### src/rtl/skid_pipe_stage_pkg.sv
// Shared types and constants for the skid pipeline stage.
// The package is pipe_stage_pkg; compile it before the other design files.
package pipe_stage_pkg;

  localparam int STALL_CNT_W    = 16;
  localparam int DEFAULT_LENGTH = 151;

  // The state is the occupancy: EMPTY = 0 entries, BUSY = 1, FULL = 2.
  typedef enum logic [1:0] {
    EMPTY = 2'd0,
    BUSY  = 2'd1,
    FULL  = 2'd2
  } state_e;

endpackage

### src/rtl/skid_data_reg.sv
// Load-enabled payload register with asynchronous active-low clear to zero.
// It is used for both the main entry and the skid entry of skid_pipe_stage.
module skid_data_reg #(
  parameter int W = 151
) (
  input  logic         clk_i,
  input  logic         rst_ni,
  input  logic         load_i,
  input  logic [W-1:0] d_i,
  output logic [W-1:0] q_o
);

  logic [W-1:0] data_q;

  always_ff @(posedge clk_i or negedge rst_ni) begin
    if (!rst_ni) begin
      data_q <= '0;
    end else if (load_i) begin
      data_q <= d_i;
    end else begin
      data_q <= data_q;
    end
  end

  assign q_o = data_q;

endmodule

### src/rtl/skid_pipe_stage.sv
// Two-entry skid buffer pipeline stage. in_ready is decoded from registered state only.
// Define PIPE_STAGE_STALL_CNT_EN to build the saturating upstream stall counter.
module skid_pipe_stage
  import pipe_stage_pkg::*;
#(
  parameter int LENGTH = DEFAULT_LENGTH
) (
  input  logic                   clk,
  input  logic                   reset,
  input  logic                   softReset,
  input  logic                   in_valid,
  output logic                   in_ready,
  input  logic [LENGTH-1:0]      in_data,
  output logic                   out_valid,
  input  logic                   out_ready,
  output logic [LENGTH-1:0]      out_data,
  output logic [STALL_CNT_W-1:0] stallCount
);

  state_e            state_q, state_d;
  logic              push_s, pop_s;
  logic              main_load_s, main_from_skid_s, skid_load_s;
  logic [LENGTH-1:0] main_d, main_q, skid_q;

  assign in_ready  = (state_q != FULL);
  assign out_valid = (state_q != EMPTY);
  assign out_data  = main_q;
  assign push_s    = in_valid && in_ready;
  assign pop_s     = out_valid && out_ready;
  assign main_d    = main_from_skid_s ? skid_q : in_data;

  always_ff @(posedge clk or negedge reset) begin
    if (!reset) begin
      state_q <= EMPTY;
    end else begin
      state_q <= state_d;
    end
  end

  always_comb begin
    state_d          = state_q;
    main_load_s      = 1'b0;
    main_from_skid_s = 1'b0;
    skid_load_s      = 1'b0;
    case (state_q)
      EMPTY: begin
        if (push_s) begin
          main_load_s = 1'b1;
          state_d     = BUSY;
        end else begin
          state_d = EMPTY;
        end
      end
      BUSY: begin
        if (push_s && pop_s) begin
          main_load_s = 1'b1;
          state_d     = BUSY;
        end else if (push_s) begin
          skid_load_s = 1'b1;
          state_d     = FULL;
        end else if (pop_s) begin
          state_d = EMPTY;
        end else begin
          state_d = BUSY;
        end
      end
      FULL: begin
        if (pop_s) begin
          main_load_s      = 1'b1;
          main_from_skid_s = 1'b1;
          state_d          = BUSY;
        end else begin
          state_d = FULL;
        end
      end
      default: begin
        state_d = EMPTY;
      end
    endcase
    // Flush drops occupancy only; payload registers keep their contents.
    if (softReset) begin
      state_d     = EMPTY;
      main_load_s = 1'b0;
      skid_load_s = 1'b0;
    end else begin
      state_d = state_d;
    end
  end

  skid_data_reg #(.W(LENGTH)) u_main (
    .clk_i  (clk),
    .rst_ni (reset),
    .load_i (main_load_s),
    .d_i    (main_d),
    .q_o    (main_q)
  );

  skid_data_reg #(.W(LENGTH)) u_skid (
    .clk_i  (clk),
    .rst_ni (reset),
    .load_i (skid_load_s),
    .d_i    (in_data),
    .q_o    (skid_q)
  );

`ifdef PIPE_STAGE_STALL_CNT_EN
  logic [STALL_CNT_W-1:0] stall_cnt_q;

  always_ff @(posedge clk or negedge reset) begin
    if (!reset) begin
      stall_cnt_q <= '0;
    end else if (softReset) begin
      stall_cnt_q <= '0;
    end else if (in_valid && !in_ready && (stall_cnt_q != {STALL_CNT_W{1'b1}})) begin
      stall_cnt_q <= stall_cnt_q + STALL_CNT_W'(1);
    end else begin
      stall_cnt_q <= stall_cnt_q;
    end
  end

  assign stallCount = stall_cnt_q;
`else
  assign stallCount = '0;
`endif

endmodule

### config.mk
export PLATFORM = sky130hd
export DESIGN_NAME = skid_pipe_stage
export DESIGN_NICKNAME = d
export VERILOG_FILES = /design/src/rtl/skid_pipe_stage_pkg.sv /design/src/rtl/skid_data_reg.sv /design/src/rtl/skid_pipe_stage.sv
export SDC_FILE = /design/constraint.sdc
export NUM_CORES = 1
export LEC_CHECK = 0
export CORE_UTILIZATION = 45
export CTS_CLUSTER_DIAMETER = 50
export DETAILED_ROUTE_END_ITERATION = 12
export MAX_ROUTING_LAYER = met4
export PLACE_DENSITY = 0.76
export SLEW_MARGIN = 0
export SYNTH_ARGS = -nofsm -noshare
export SYNTH_HDL_FRONTEND = slang
export SYNTH_SLANG_ARGS = --single-unit
### constraint.sdc
create_clock -name clk -period 2.2 [get_ports clk]
set_input_delay 0.44 -clock clk [delete_from_list [all_inputs] [get_ports clk]]
set_output_delay 0.44 -clock clk [all_outputs]
set_load 0.05 [all_outputs]
==> flow_summary.ini <==
[floorplan]
dieArea_um2 = 30390
num_rows = 62
dieHeight_um = 174.3
initial_utilization = 0.4619
core_area_um2 = 28940
die_x_um = 174.3
boundaryPins = 325

[timing]
period_needed_ns = 2.263
worst_pin_slew_ns = 0.5983
max_slew_margin = 0.6005
setup_ws_ns = -0.06265
rsz0062_at_grt = true
finalHoldViolCount = 0
setup_viol = 102
fmax_mhz = 442.0
fin_skew_ns = 0.01042
finalCritPeriodShare = 1.028
slew_viol_final = 0

[final_layout]
nNetsFinal = 1381
instances_no_fill = 1634
syn2layout_area_growth_pct = 47.67
antenna_cells = 0
drive_gt1_frac = 0.4904

[grt]
overflow = 0
grt_pass1_vias = 9070
grt_use_total = 0.2139
grt_pass1_wl_um = 49850
antenna_found_initial = 0
grt_max_degree = 65

[placement]
gp_congestion = 0.7831
place.port_buffers = 308
dpl.cell_count = 1546
hpwl_um = 21480
pre_cts_ws_ns = -0.4732

[clock_tree]
clk_latency_ns = 0.51
numCtsBuffers = 36
clk_pin_slew_ns = 0.06
clock_sinks = 304
cts_tree = done
cts-root-buf = clkbuf_16
cts_htree_levels = 2
clockBufferDepth = 3

[yosys]
synth_edf_count = 0
mappedNetlistArea_um2 = 13360
synthDistinctLibCells = 22
yosysSeqAreaShare = 0.5692
async_flop_share = 1.000
syn_area_per_cell_um2 = 15.91
ys_warn_count = 0
synthCells = 840
yosys_most_used_dff = dfrtp_1
synth-seq-cells = 304

[critical_path]
cp.arrival_ns = 2.64
crit_fanout = 19
reg2reg_from = state_q[1]
rrSetupSlack_ns = -0.06
startpoint = state_q[1]
crit_type = reg2reg
critPathLaunchType = flip-flop
critPathRequiredTime_ns = 2.58
cp-end-kind = flip-flop

[route]
drt-pass1-iter-count = 5
drt_iter0_drc = 313
drt_wl_total_um = 33380
drc = 0
drtAntennaViolNets = 0
wl_per_cell_um = 20.43
vias_per_cell = 5.096
vias = 8327

[flow_run]
cap_violations = 0

[run_status]
failed_checks = setup timing
status = finished with violations

[power]
powerDensity_nw_per_um2 = 1101
p_leak_uw = 0.008638
vdd_drop_max_v = 0.0008094
power_uw = 21740

[min_path]
hp-class = in2async
-- area by class of cell --
| type | count | area, µm² |
|---|---|---|
| clock buffer | 49 | 1031 |
| clock inverter | 16 | 173.9 |
| fill | 1951 | 9200 |
| inverter | 2 | 7.507 |
| multi-input combinational | 484 | 6005 |
| sequential | 304 | 7610 |
| tap | 384 | 480.5 |
| timing repair buffer | 395 | 4428 |
-- routing by layer --
metal / global-route usage / share of wire / vias to the layer above
met5: - / 0 / -
met4: 0.05519 / 0.018 / 0
met3: 0.05949 / 0.065 / 44
met2: 0.3410 / 0.48 / 255
met1: 0.2679 / 0.44 / 4275
li1: - / - / 3753
-- synthesized netlist by cell type, types with 2 or more instances --
master    number  area share
clkbuf_1       6      0.0017
buf_4         22       0.012
mux2_2       443        0.37
buf_8         10       0.011
ha_1           2      0.0019
buf_2         27       0.010
inv_1          2     0.00056
mux2_4        10       0.011
dfrtp_1      304        0.57
nand3b_1       2      0.0011
-- sequential cells by signal, indices dropped and copies added (netlist names) --
| register | count |
|---|---|
| state_q | 2 |
| u_main.q_o | 151 |
| u_skid.q_o | 151 |
-- critical path, stage by stage, from the launching register on --
cell     delay (ns)
dfrtp_2        0.41
or2_4          0.16
nand2_4        0.05
inv_2          0.07
ha_4           0.12
or4bb_4        0.46
o31ai_4        0.12
buf_12         0.20
buf_16         0.17
mux2_2         0.35
-- what timing repair did --
action / in CTS / in global routing
gates cloned: 3 / 8
setup buffers: 10 / 3
pin swaps: 3 / 1
setup endpoints to repair: 294 / 284
endpoints found under the hold margin: 27 / 0
resized for setup: 33 / 181
hold buffers: 1 / 0
-- power breakdown --
group          switching [µW]  internal [µW]
registers                 965           7300
clock network            2380           3580
logic                    3880           3640
total                    7220          14500
-- final timing paths --
path | depth (start not counted) | endpoint
max | 9 | u_main.q_o[88]
min | 2 | u_main.q_o[116]
max reg2reg | 9 | u_main.q_o[88]
min reg2reg | 1 | u_main.q_o[149]
max in group asynchronous | 3 | u_main.q_o[84]
min in group clk | 1 | u_main.q_o[149]
-- per-stage QoR --
stage / TNS (ns) / instance area (µm²) / util / hold slack [ns]
final: -2.585 / 19740 / 0.6820 / 0.4193
after global routing: -14.08 / 19740 / 0.6820 / 0.4312
after CTS: -3.462 / 18860 / 0.6517 / 0.4136
after detailed placement: -122.10 / 17350 / 0.5998 / 0.3425
after global placement: -107.78 / 17350 / 0.5998 / 0.3449
after floorplan: -7.562 / 13530 / - / 0.1444
-- logic make-up after synthesis --
logic type / count (synthesis) / share of synthesized area
fa+ha+maj: 2 / 0.001872
simple gates: 9 / 0.004681
flops: 304 / 0.5692
other cells: 1 / 0.0002806
compound gates: 3 / 0.002715
buf+inv: 67 / 0.03595
mux: 454 / 0.3853
-- placed cells by master (no fill, tap or decap), types with 2 or more instances in the layout --
master	synthesis	layout
buf_12	0	28
buf_16	0	7
buf_4	22	33
buf_6	0	10
buf_8	10	5
bufinv_16	0	2
clkbuf_1	6	6
clkbuf_16	0	43
clkbuf_8	0	6
clkdlybuf4s50_1	0	293
clkinv_2	0	3
clkinv_4	0	2
clkinvlp_4	0	2
conb_1	1	16
dfrtp_1	304	302
dfrtp_2	0	2
dlymetal6s2s_1	0	11
ha_4	0	2
inv_6	0	5
inv_8	0	2
mux2_2	443	281
mux2_4	10	172
nand3b_1	2	2
No activity file was read; power rests on OpenSTA's default activity.
